<file path="config.mk">
export PLATFORM = sky130hd
export DESIGN_NAME = ldm_stm_sequencer_flat
export DESIGN_NICKNAME = d
export VERILOG_FILES = /design/src/rtl/ldm_stm_sequencer_if.sv /design/src/rtl/ldm_stm_sequencer.sv /design/src/flat_wrapper.sv
export SDC_FILE = /design/constraint.sdc
export NUM_CORES = 1
export LEC_CHECK = 0
export ABC_AREA = 0
export CELL_PAD_IN_SITES_DETAIL_PLACEMENT = 0
export CELL_PAD_IN_SITES_GLOBAL_PLACEMENT = 1
export CORE_MARGIN = 2
export CORE_UTILIZATION = 32
export CTS_CLUSTER_DIAMETER = 120
export DETAILED_ROUTE_END_ITERATION = 8
export GPL_ROUTABILITY_DRIVEN = 0
export PLACE_DENSITY = 0.85
export SLEW_MARGIN = 20
export SYNTH_ARGS = -nofsm -noshare
export SYNTH_HDL_FRONTEND = slang
export SYNTH_SLANG_ARGS = --single-unit
export TNS_END_PERCENT = 1
</file>
<file path="constraint.sdc">
create_clock -name clk -period 7.4 [get_ports clk]
set_clock_uncertainty 0.05 [all_clocks]
set_input_delay 1.48 -clock clk [delete_from_list [all_inputs] [get_ports clk]]
set_output_delay 1.48 -clock clk [all_outputs]
set_load 0.01 [all_outputs]
</file>
<file path="src/rtl/ldm_stm_sequencer_if.sv">
// Memory bus between the LDM/STM sequencer and the memory system.
// master: the sequencer drives the request, write flag, address and store
//         data, and receives the accept strobe and load data.
// slave : the memory side.
// mem_ack both accepts the request and completes it. mem_rdata is valid in
// the mem_ack cycle.
interface ldm_stm_sequencer_if #(
  parameter int WORD_SIZE = 32
);
  logic                 mem_req;
  logic                 mem_we;
  logic [WORD_SIZE-1:0] mem_addr;
  logic [WORD_SIZE-1:0] mem_wdata;
  logic                 mem_ack;
  logic [WORD_SIZE-1:0] mem_rdata;

  modport master (
    output mem_req, mem_we, mem_addr, mem_wdata,
    input  mem_ack, mem_rdata
  );

  modport slave (
    input  mem_req, mem_we, mem_addr, mem_wdata,
    output mem_ack, mem_rdata
  );
endinterface

</file>
<file path="src/rtl/ldm_stm_sequencer.sv">
// Block-transfer sequencer for ARM-style LDM/STM.
// Purpose: takes one command and moves each register in reg_list to or from
// consecutive word addresses. It transfers the lowest register index first,
// one register per memory handshake. It can then write the final base back
// to the base register, and it signals completion with a one-cycle done.
// Ports:
//   clk, reset               clock; synchronous active-high reset
//   start                    one-cycle command strobe (only used in IDLE)
//   is_load, up, pre         LDM/STM, increment/decrement, before/after
//   writeback                write the final base back at the end
//   base_reg, base_val       base register index and value
//   reg_list                 bit i set = transfer Ri
//   busy, done               busy in XFER/WB; done is a one-cycle pulse
//   mem (master)             request/ack memory bus
//   read_rm, rm_out          register-file read port for store data
//   rd_we, write_rd, rd_in   register-file write port (loads and base writeback)
//   pc_we, pc_in             PC write port (load to R15)
module ldm_stm_sequencer #(
  parameter int WORD_SIZE  = 32,
  parameter int NUM_REGS   = 16,
  parameter int ADDR_WIDTH = 4
) (
  input  logic                  clk,
  input  logic                  reset,
  input  logic                  start,
  input  logic                  is_load,
  input  logic                  up,
  input  logic                  pre,
  input  logic                  writeback,
  input  logic [ADDR_WIDTH-1:0] base_reg,
  input  logic [WORD_SIZE-1:0]  base_val,
  input  logic [NUM_REGS-1:0]   reg_list,
  output logic                  busy,
  output logic                  done,
  ldm_stm_sequencer_if.master   mem,
  output logic [ADDR_WIDTH-1:0] read_rm,
  input  logic [WORD_SIZE-1:0]  rm_out,
  output logic                  rd_we,
  output logic [ADDR_WIDTH-1:0] write_rd,
  output logic [WORD_SIZE-1:0]  rd_in,
  output logic                  pc_we,
  output logic [WORD_SIZE-1:0]  pc_in
);

  typedef enum logic [1:0] {IDLE, XFER, WB, DONE} state_t;

  localparam logic [WORD_SIZE-1:0]  STEP   = WORD_SIZE'(4);
  localparam logic [ADDR_WIDTH-1:0] PC_IDX = ADDR_WIDTH'(15);

  state_t                state_q, state_d;

  logic                  is_load_q;
  logic                  wb_en_q;
  logic [ADDR_WIDTH-1:0] base_reg_q;
  logic [WORD_SIZE-1:0]  final_base_q;
  logic [WORD_SIZE-1:0]  addr_q;
  logic [NUM_REGS-1:0]   rem_q;

  logic [WORD_SIZE-1:0]  span;
  logic [WORD_SIZE-1:0]  start_addr;
  logic [WORD_SIZE-1:0]  final_base;
  logic [ADDR_WIDTH-1:0] low_idx;
  logic                  found;
  logic [NUM_REGS-1:0]   rem_after;

  // span = 4 * popcount(reg_list)
  always_comb begin
    span = '0;
    for (int unsigned i = 0; i < NUM_REGS; i++) begin
      span = span + WORD_SIZE'(reg_list[i]);
    end
    span = span << 2;
  end

  // The transfer always runs upward from the lowest address. Decrementing
  // modes therefore start below the base.
  always_comb begin
    unique case ({up, pre})
      2'b10:   start_addr = base_val;
      2'b11:   start_addr = base_val + STEP;
      2'b00:   start_addr = base_val - span + STEP;
      default: start_addr = base_val - span;
    endcase
    final_base = up ? (base_val + span) : (base_val - span);
  end

  always_comb begin
    low_idx = '0;
    found   = 1'b0;
    for (int unsigned i = 0; i < NUM_REGS; i++) begin
      if (!found && rem_q[i]) begin
        low_idx = ADDR_WIDTH'(i);
        found   = 1'b1;
      end
    end
  end

  // Clearing the lowest set bit is the same as retiring low_idx
  assign rem_after = rem_q & (rem_q - NUM_REGS'(1));

  always_ff @(posedge clk) begin
    if (reset) begin
      state_q <= IDLE;
    end else begin
      state_q <= state_d;
    end
  end

  always_comb begin
    state_d       = state_q;
    busy          = 1'b0;
    done          = 1'b0;
    mem.mem_req   = 1'b0;
    mem.mem_we    = 1'b0;
    mem.mem_addr  = '0;
    mem.mem_wdata = '0;
    read_rm       = '0;
    rd_we         = 1'b0;
    write_rd      = '0;
    rd_in         = '0;
    pc_we         = 1'b0;
    pc_in         = '0;
    unique case (state_q)
      IDLE: begin
        if (start) begin
          state_d = (reg_list == '0) ? DONE : XFER;
        end
      end
      XFER: begin
        busy          = 1'b1;
        mem.mem_req   = 1'b1;
        mem.mem_we    = !is_load_q;
        mem.mem_addr  = addr_q;
        mem.mem_wdata = rm_out;
        read_rm       = low_idx;
        if (mem.mem_ack) begin
          if (is_load_q) begin
            if (low_idx == PC_IDX) begin
              pc_we = 1'b1;
              pc_in = mem.mem_rdata;
            end else begin
              rd_we    = 1'b1;
              write_rd = low_idx;
              rd_in    = mem.mem_rdata;
            end
          end
          if (rem_after == '0) begin
            state_d = wb_en_q ? WB : DONE;
          end
        end
      end
      WB: begin
        busy     = 1'b1;
        rd_we    = 1'b1;
        write_rd = base_reg_q;
        rd_in    = final_base_q;
        state_d  = DONE;
      end
      DONE: begin
        done    = 1'b1;
        state_d = IDLE;
      end
      default: state_d = IDLE;
    endcase
  end

  always_ff @(posedge clk) begin
    if (reset) begin
      is_load_q    <= 1'b0;
      wb_en_q      <= 1'b0;
      base_reg_q   <= '0;
      final_base_q <= '0;
      addr_q       <= '0;
      rem_q        <= '0;
    end else begin
      if (state_q == IDLE && start) begin
        is_load_q    <= is_load;
        // The WB skip is decided here, from the original reg_list. rem_q
        // loses its bits as the transfer proceeds.
        wb_en_q      <= writeback && !(is_load && reg_list[base_reg]);
        base_reg_q   <= base_reg;
        final_base_q <= final_base;
        addr_q       <= start_addr;
        rem_q        <= reg_list;
      end else if (state_q == XFER && mem.mem_ack) begin
        rem_q  <= rem_after;
        addr_q <= addr_q + STEP;
      end
    end
  end

endmodule

</file>
<file path="src/flat_wrapper.sv">
// flat-port wrapper written by rule: the top's interface ports become plain ports
module ldm_stm_sequencer_flat 
#(
  parameter int WORD_SIZE  = 32,
  parameter int NUM_REGS   = 16,
  parameter int ADDR_WIDTH = 4
)
  (clk, reset, start, is_load, up, pre, writeback, base_reg, base_val, reg_list, busy, done, read_rm, rm_out, rd_we, write_rd, rd_in, pc_we, pc_in, mem_mem_req, mem_mem_we, mem_mem_addr, mem_mem_wdata, mem_mem_ack, mem_mem_rdata);
  ldm_stm_sequencer_if #(.WORD_SIZE(WORD_SIZE)) mem_i ();
  input  logic clk;
  input  logic reset;
  input  logic start;
  input  logic is_load;
  input  logic up;
  input  logic pre;
  input  logic writeback;
  input  logic [ADDR_WIDTH-1:0] base_reg;
  input  logic [WORD_SIZE-1:0] base_val;
  input  logic [NUM_REGS-1:0] reg_list;
  output logic busy;
  output logic done;
  output logic [ADDR_WIDTH-1:0] read_rm;
  input  logic [WORD_SIZE-1:0] rm_out;
  output logic rd_we;
  output logic [ADDR_WIDTH-1:0] write_rd;
  output logic [WORD_SIZE-1:0] rd_in;
  output logic pc_we;
  output logic [WORD_SIZE-1:0] pc_in;
  output wire logic [$bits(mem_i.mem_req)-1:0] mem_mem_req;
  output wire logic [$bits(mem_i.mem_we)-1:0] mem_mem_we;
  output wire logic [$bits(mem_i.mem_addr)-1:0] mem_mem_addr;
  output wire logic [$bits(mem_i.mem_wdata)-1:0] mem_mem_wdata;
  input wire logic [$bits(mem_i.mem_ack)-1:0] mem_mem_ack;
  input wire logic [$bits(mem_i.mem_rdata)-1:0] mem_mem_rdata;
  assign mem_mem_req = mem_i.mem_req;
  assign mem_mem_we = mem_i.mem_we;
  assign mem_mem_addr = mem_i.mem_addr;
  assign mem_mem_wdata = mem_i.mem_wdata;
  assign mem_i.mem_ack = mem_mem_ack;
  assign mem_i.mem_rdata = mem_mem_rdata;
  ldm_stm_sequencer #(.WORD_SIZE(WORD_SIZE), .NUM_REGS(NUM_REGS), .ADDR_WIDTH(ADDR_WIDTH)) u_core (.clk(clk), .reset(reset), .start(start), .is_load(is_load), .up(up), .pre(pre), .writeback(writeback), .base_reg(base_reg), .base_val(base_val), .reg_list(reg_list), .busy(busy), .done(done), .mem(mem_i), .read_rm(read_rm), .rm_out(rm_out), .rd_we(rd_we), .write_rd(write_rd), .rd_in(rd_in), .pc_we(pc_we), .pc_in(pc_in));
endmodule
</file>
==> results of run 1 <==
## routing by layer
| layer | part of all wire [%] | wire [um] | global-route usage [%] |
|---|---|---|---|
| met5 | 0 | 0 | 0 |
| met4 | 2.8 | 1160 | 8.57 |
| met3 | 9.3 | 3880 | 3.64 |
| met2 | 45 | 18900 | 40.6 |
| met1 | 43 | 17800 | 34.7 |
## cells in the final DEF, fill, tap and decap left out, types with 6 or more instances in the layout
cell type          n
xor2_1            46
a22o_1            34
a21oi_1           92
buf_4            162
a211oi_1          27
nand4_1           29
o21ai_0           36
a221oi_1           9
ha_1              19
inv_1             49
o21bai_1           8
nor3_1            42
nor2b_1           11
dfxtp_1           88
mux2i_1            7
and3_1             9
nor4_1            10
clkdlybuf4s50_1  257
nor2_1            70
and4_1             8
and2_1           102
nand3_1           40
o211ai_1          15
fa_1               8
a31oi_1           10
xnor2_1           52
nand2b_1           9
o22ai_1           14
nand2_1          180
or3_1             20
ha_4               6
or2_2              7
clkbuf_16          9
## area by class of cell
cell class	instances	area [um2]	share of cell area [%]
Clock buffer	11	233	1.64
Multi-Input combinational cell	1080	7520	52.8
Tap cell	390	488	3.43
Sequential cell	88	1760	12.4
Clock inverter	5	81.3	0.572
Inverter	58	225	1.58
Timing Repair Buffer	431	3920	27.6
## timing repair
action,4_1_cts,5_1_grt
pin swaps,21,23
setup endpoints to repair,31,22
resized for setup,48,28
setup buffers,7,4
## path summary, 6_finish.rpt
check | start | endpoint | slack (ns) | cells after the start
worst max-delay path | reg_list[1] | u_core.addr_q[20]$_SDFFE_PP0P_ | 0.06 | 23
worst min-delay path | u_core.addr_q[0]$_SDFFE_PP0P_ | u_core.addr_q[0]$_SDFFE_PP0P_ | 0.40 | 2
worst max register to register | u_core.state_q[1]$_SDFFE_PP0P_ | u_core.addr_q[31]$_SDFFE_PP0P_ | 3.69 | 10
worst min register to register | u_core.addr_q[0]$_SDFFE_PP0P_ | u_core.addr_q[0]$_SDFFE_PP0P_ | 0.40 | 2
## state kept, by name, indices dropped and copies added (netlist names)
name,count
u_core.base_reg_q,4
u_core.wb_en_q,1
u_core.final_base_q,32
u_core.addr_q,32
u_core.state_q,2
u_core.is_load_q,1
u_core.rem_q,16
## power breakdown
part / internal (uW) / switching, uW / total [uW]
combinational: 1230 / 1440 / 2670
clock: 297 / 206 / 502
sequential: 580 / 113 / 692
## per-stage QoR
step / TNS [ns] / total power, uW
2_1_floorplan: 0 / 2010
3_3_place_gp: -18.96 / 3130
3_5_place_dp: -24.08 / 3160
4_1_cts: 0 / 3770
5_1_grt: -0.791 / 4090
6_report: 0 / 3860
## kinds of logic (layout without fill, tap and decap cells)
family	after synthesis	in the layout	share of synthesized area (%)
simple gates	588	588	32.5
compound gates	332	332	23.9
buf+inv	160	505	7.23
xor+xnor	101	101	9.33
flops	88	88	18.3
fa+ha+maj	43	43	6.44
mux	16	16	2.39
## critical path, delay by kind of cell
kind	cells	cell delay, ns
buffers and inverters	4	0.20
adders and majority gates	8	3.18
AOI/OAI and AO/OA	4	0.81
and+or+nand+nor	5	1.43
muxes	2	0.44
==> impl_metrics.py, run 1 <==
metrics = {
    "power_and_ir_drop": {
        "power.density_nw_per_um2": 271,
        "vdd_ir_drop_max_mv": 0.247,
        "p_leak_uw": 0.00529,
    },
    "logic_synthesis": {
        "post-synth-top-count-cell": "nand2_1",
        "yosys.area.top_type_share_pct": 18.3,
        "synthDominantAreaCellType": "dfxtp_1",
        "postSynth.topFlopCell": "dfxtp_1",
        "netlist_top_cells_count": "nand2_1, and2_1, a21oi_1",
        "syn-instance-count": 1328,
        "synth_async_sr_flop_share_pct": 0,
        "syn_area_um2": 9640,
        "ys_top_cells_by_area": "dfxtp_1, nand2_1, and2_1, a21oi_1, xnor2_1",
        "ys_warn_count": 0,
        "avgSynthCellArea_um2": 7.26,
        "proportion_of_synthesized_chip_area_in_sequential_cells_pct": 18.3,
        "ys_ff_latch": 88,
        "syn_nets": 1492,
        "synth_enable_flop_cells": 0,
        "synth.lib_cells_used.distinct": 103,
    },
    "critical_path": {
        "worst_setup_path_start_kind": "primary input",
        "end_kind": "flop",
        "critical-path-max-stage-delay_ns": 0.55,
        "crit_type": "in -> reg",
        "cp.required_ns": 7.62,
        "slowest_stage_cell_on_the_critical_path": "fa_2",
        "path_cells": "buf_8 > inv_4 > ha_4 > inv_2 > fa_1 > fa_1 > fa_2 > fa_1 > fa_2 > fa_2 > nor2b_1 > o21a_1 > inv_2 > ha_4 > or3b_4 > nor2_4 > nand3_4 > o31ai_4 > o21ai_4 > or4b_4 > mux2i_2 > mux2i_1 > o2bb2ai_1",
        "critPathArrivalTime_ns": 7.56,
        "highest_net_fanout_along_the_worst_path": 6,
    },
    "floorplanning": {
        "top_level_ports": 266,
        "die_height_um": 178,
        "die-width_um": 178,
        "fp.coreArea_um2": 29600,
        "die_area_um2": 31500,
        "fp-row-count": 63,
        "start_util_pct": 32.5,
    },
    "drt": {
        "drc_violation_total_after_the_first_tritonroute_iteration": 1116,
        "avgViaCountPerCell": 5.57,
        "drt_wl_total_mm": 41.7,
        "wire_per_inst_um": 20.2,
        "antenna_viol_nets_final": 0,
        "drt_pass1_iterations": 6,
        "vias": 11500,
        "drt_drc_violations_left": 0,
    },
    "grt": {
        "total_track_usage_pct": 25.3,
        "grt_start_max_net_pins": 82,
        "antenna_found_initial": 0,
        "grt_pass1_vias": 10700,
        "final_global_route_overflow_total": 0,
        "grt_first_pass_wirelength_mm": 62.0,
    },
    "final_layout": {
        "syn2layout_area_growth_pct": 47.6,
        "postLayoutCoreUtil_pct": 48.0,
        "final-instance-count-excl-fill": 2063,
        "share_of_layout_cells_above_drive_strength_1_pct": 17.1,
        "antenna-diode-count": 0,
        "layout.filler_cells": 2935,
        "num-nets-final": 1832,
        "summed_area_of_non_filler_cells_in_the_final_layout_um2": 14200,
    },
    "timing": {
        "slew_headroom_pct": 18.5,
        "min_period_ns": 7.34,
        "slew_violations": 0,
        "setup_repair_after_global_routing_missed_its_margin": "yes",
        "finalHoldWorstSlack_ns": 0.404,
        "period_share_pct": 99.2,
        "worst_pin_slew_ns": 1.22,
        "timing.final.ws_setup_ns": 0.0611,
        "hold_viol_final": 0,
        "setup-violations-final": 0,
        "peak_freq_mhz": 136,
    },
    "cts": {
        "worst_skew_pair.late_latency_ns": 0.35,
        "clock_tree.buffer_depth": 2,
        "cts.root.buffer_cell": "clkbuf_16",
        "tritoncts": "done",
        "cts-htree-levels": 3,
        "number_of_hold_buffers_added_after_cts": 0,
        "cts.reportedPaths.clkPinSlew_ns": 0.06,
        "tritoncts.num_buffers": 9,
        "cts_num_sinks": 88,
    },
    "placement": {
        "placed_cells_incl_taps": 2036,
        "dp_slack_ns": -0.827,
        "post-dp-hpwl_mm": 32.3,
        "dpl_cell_area_um2": 13500,
        "placement.io_buffers": 265,
    },
    "run_status": {
        "status": "finished clean",
    },
    "hold_path": {
        "hold_class": "reg -> reg",
    },
    "job": {
        "maxCapViolCount": 0,
    },
}
(Power assumes the default switching activity.)
==> run 2, diff against run 1 <==
- SETUP_SLACK_MARGIN: default -> 0.02
- SLEW_MARGIN: 20 -> default
==> run 2 against run 1 <==
Power fell by 3.2%; worst setup slack got worse by 0.027 ns; wire length fell by 0.73%; largest power group unchanged.
==> impl_metrics.py, run 2 (synthesized netlist as in run 1, its figures left out) <==
metrics = {
    "final_layout": {
        "regArea_um2": 1760,
        "syn2layout_area_growth_pct": 46.8,
        "final-instance-count-excl-fill": 2052,
        "layout_commonest_cell": "clkdlybuf4s50_1",
        "num-nets-final": 1821,
        "share_of_layout_cells_above_drive_strength_1_pct": 16.9,
        "most-common-layout-cells": "clkdlybuf4s50_1, nand2_1, buf_4",
        "layout_top_registers": "u_core.addr_q x32, u_core.final_base_q x32, u_core.rem_q x16",
        "antenna-diode-count": 0,
        "postLayoutCoreUtil_pct": 47.8,
        "layout.filler_cells": 2897,
        "combined_area_of_the_multi_input_logic_cells_um2": 7530,
    },
    "grt": {
        "final_global_route_overflow_total": 0,
        "total_track_usage_pct": 25.0,
        "grt_pass1_vias": 10800,
        "grt_start_max_net_pins": 82,
        "grt_first_pass_wirelength_mm": 61.3,
        "antenna_found_initial": 0,
    },
    "timing": {
        "setup_repair_after_global_routing_missed_its_margin": "yes",
        "peak_freq_mhz": 136,
        "slew_violations": 0,
        "slew_headroom_pct": 17.2,
        "min_period_ns": 7.37,
        "period_share_pct": 99.5,
        "hold_viol_final": 0,
        "finalHoldWorstSlack_ns": 0.400,
        "setup-violations-final": 0,
        "worst_pin_slew_ns": 1.24,
    },
    "floorplanning": {
        "top_level_ports": 266,
        "fp-row-count": 63,
        "fp.coreArea_um2": 29600,
        "die_height_um": 178,
        "die-width_um": 178,
        "start_util_pct": 32.5,
        "die_area_um2": 31500,
    },
    "critical_path": {
        "crit_type": "in -> reg",
        "cp.required_ns": 7.55,
        "crit-reg2reg-launch": "u_core.state_q[1]$_SDFFE_PP0P_",
        "critPathArrivalTime_ns": 7.52,
        "endpoint_of_the_lowest_slack_register_to_register_path": "u_core.addr_q[25]$_SDFFE_PP0P_",
        "highest_net_fanout_along_the_worst_path": 4,
        "timing.reg2reg.worst_path_depth": 11,
        "end_kind": "flop",
        "setup.reg_to_reg.worst_slack_ns": 3.71,
        "worst_setup_path_start_kind": "primary input",
    },
    "power_and_ir_drop": {
        "p_leak_uw": 0.00526,
        "power.density_nw_per_um2": 264,
        "vdd_ir_drop_max_mv": 0.238,
    },
    "drt": {
        "drt_wl_total_mm": 41.4,
        "drt_drc_violations_left": 0,
        "wire_per_inst_um": 20.2,
        "drc_violation_total_after_the_first_tritonroute_iteration": 1074,
        "drt_pass1_iterations": 5,
        "avgViaCountPerCell": 5.59,
        "vias": 11500,
        "antenna_viol_nets_final": 0,
    },
    "cts": {
        "tritoncts": "done",
        "clock_tree.buffer_depth": 2,
        "cts.root.buffer_cell": "clkbuf_16",
        "cts-htree-levels": 3,
        "cts.reportedPaths.clkPinSlew_ns": 0.06,
        "tritoncts.num_buffers": 9,
        "cts_num_sinks": 88,
        "worst_skew_pair.late_latency_ns": 0.35,
    },
    "hold_path": {
        "worstHoldPathCells": 2,
        "whs_endpoint": "u_core.addr_q[0]$_SDFFE_PP0P_",
        "hold_class": "reg -> reg",
        "worstHoldStart": "u_core.addr_q[0]$_SDFFE_PP0P_",
    },
    "run_status": {
        "status": "finished clean",
    },
    "job": {
        "maxCapViolCount": 0,
    },
    "placement": {
        "placed_cells_incl_taps": 2026,
        "placement.io_buffers": 265,
        "post-dp-hpwl_mm": 32.0,
    },
}
run 2: cell count changes in the layout (fill, tap and decap cells not counted), moves of 2 or more:
cell	delta
buf_4	-8
or3_4	+2
xnor2_2	+2
buf_6	-3
o21ai_1	+2
or3_1	-2
ha_4	-2
ha_1	+3
run 2: worst max path at each step:
stage | startpoint | end
finish | reg_list[1] | u_core.addr_q[20]$_SDFFE_PP0P_
floorplan | reg_list[0] | u_core.addr_q[20]$_SDFFE_PP0P_
global route | reg_list[1] | u_core.addr_q[20]$_SDFFE_PP0P_
detailed placement | reg_list[0] | u_core.addr_q[11]$_SDFFE_PP0P_
CTS | reg_list[0] | u_core.addr_q[20]$_SDFFE_PP0P_
global placement | reg_list[0] | u_core.addr_q[21]$_SDFFE_PP0P_
run 2: area by class of cell:
type | instances | share of cell area (%)
Tap cell | 390 | 3.45
Timing Repair Buffer | 420 | 27.0
Sequential cell | 88 | 12.4
Inverter | 58 | 1.57
Clock buffer | 12 | 1.74
Clock inverter | 4 | 0.539
Multi-Input combinational cell | 1080 | 53.2
run 2: through the flow:
stage | area, um2 | setup TNS, ns | power (uW) | setup slack [ns]
6_report | 14200 | 0 | 3740 | 0.0339
2_1_floorplan | 9750 | 0 | 2030 | 0.0245
4_1_cts | 14000 | 0 | 3650 | 0.0424
3_5_place_dp | 13500 | -25.34 | 3110 | -0.810
3_3_place_gp | 13500 | -21.63 | 3070 | -0.722
5_1_grt | 14200 | -0.594 | 3990 | -0.0989
run 2: layer usage:
metal  vias to the layer above  global-route usage, %  share of wire (%)
met4                         0                   7.92                2.6
met2                       599                   40.1                 45
met3                        75                   4.11                9.2
li1                       5398                      -                  -
met5                         -                      0                  0
met1                      5407                   34.1                 43
run 2: timing repair:
item | in CTS | in global routing
gates resized for setup | 33 | 39
setup endpoints to repair | 38 | 27
pin swaps | 19 | 26
buffers inserted | 5 | 5
hold buffers | 0 | 0
run 2: critical path: stages:
cell and delay (ns):
buf_8 0.08, inv_4 0.03, ha_4 0.25, inv_2 0.03, fa_1 0.54, fa_1 0.43, fa_1 0.48, fa_1 0.51
fa_2 0.46, fa_2 0.41, nor2b_1 0.13, o21a_2 0.18, inv_2 0.06, ha_4 0.15, or3b_4 0.42, nor2_4 0.22
nand3_4 0.12, o31ai_4 0.36, o21ai_4 0.14, or4b_4 0.56, mux2i_4 0.21, mux2i_1 0.14, o2bb2ai_1 0.13
run 2: power by group:
| group | total (uW) | internal (uW) | switching [uW] |
|---|---|---|---|
| sequential | 697 | 580 | 117 |
| combinational | 2520 | 1140 | 1380 |
| clock | 516 | 307 | 209 |
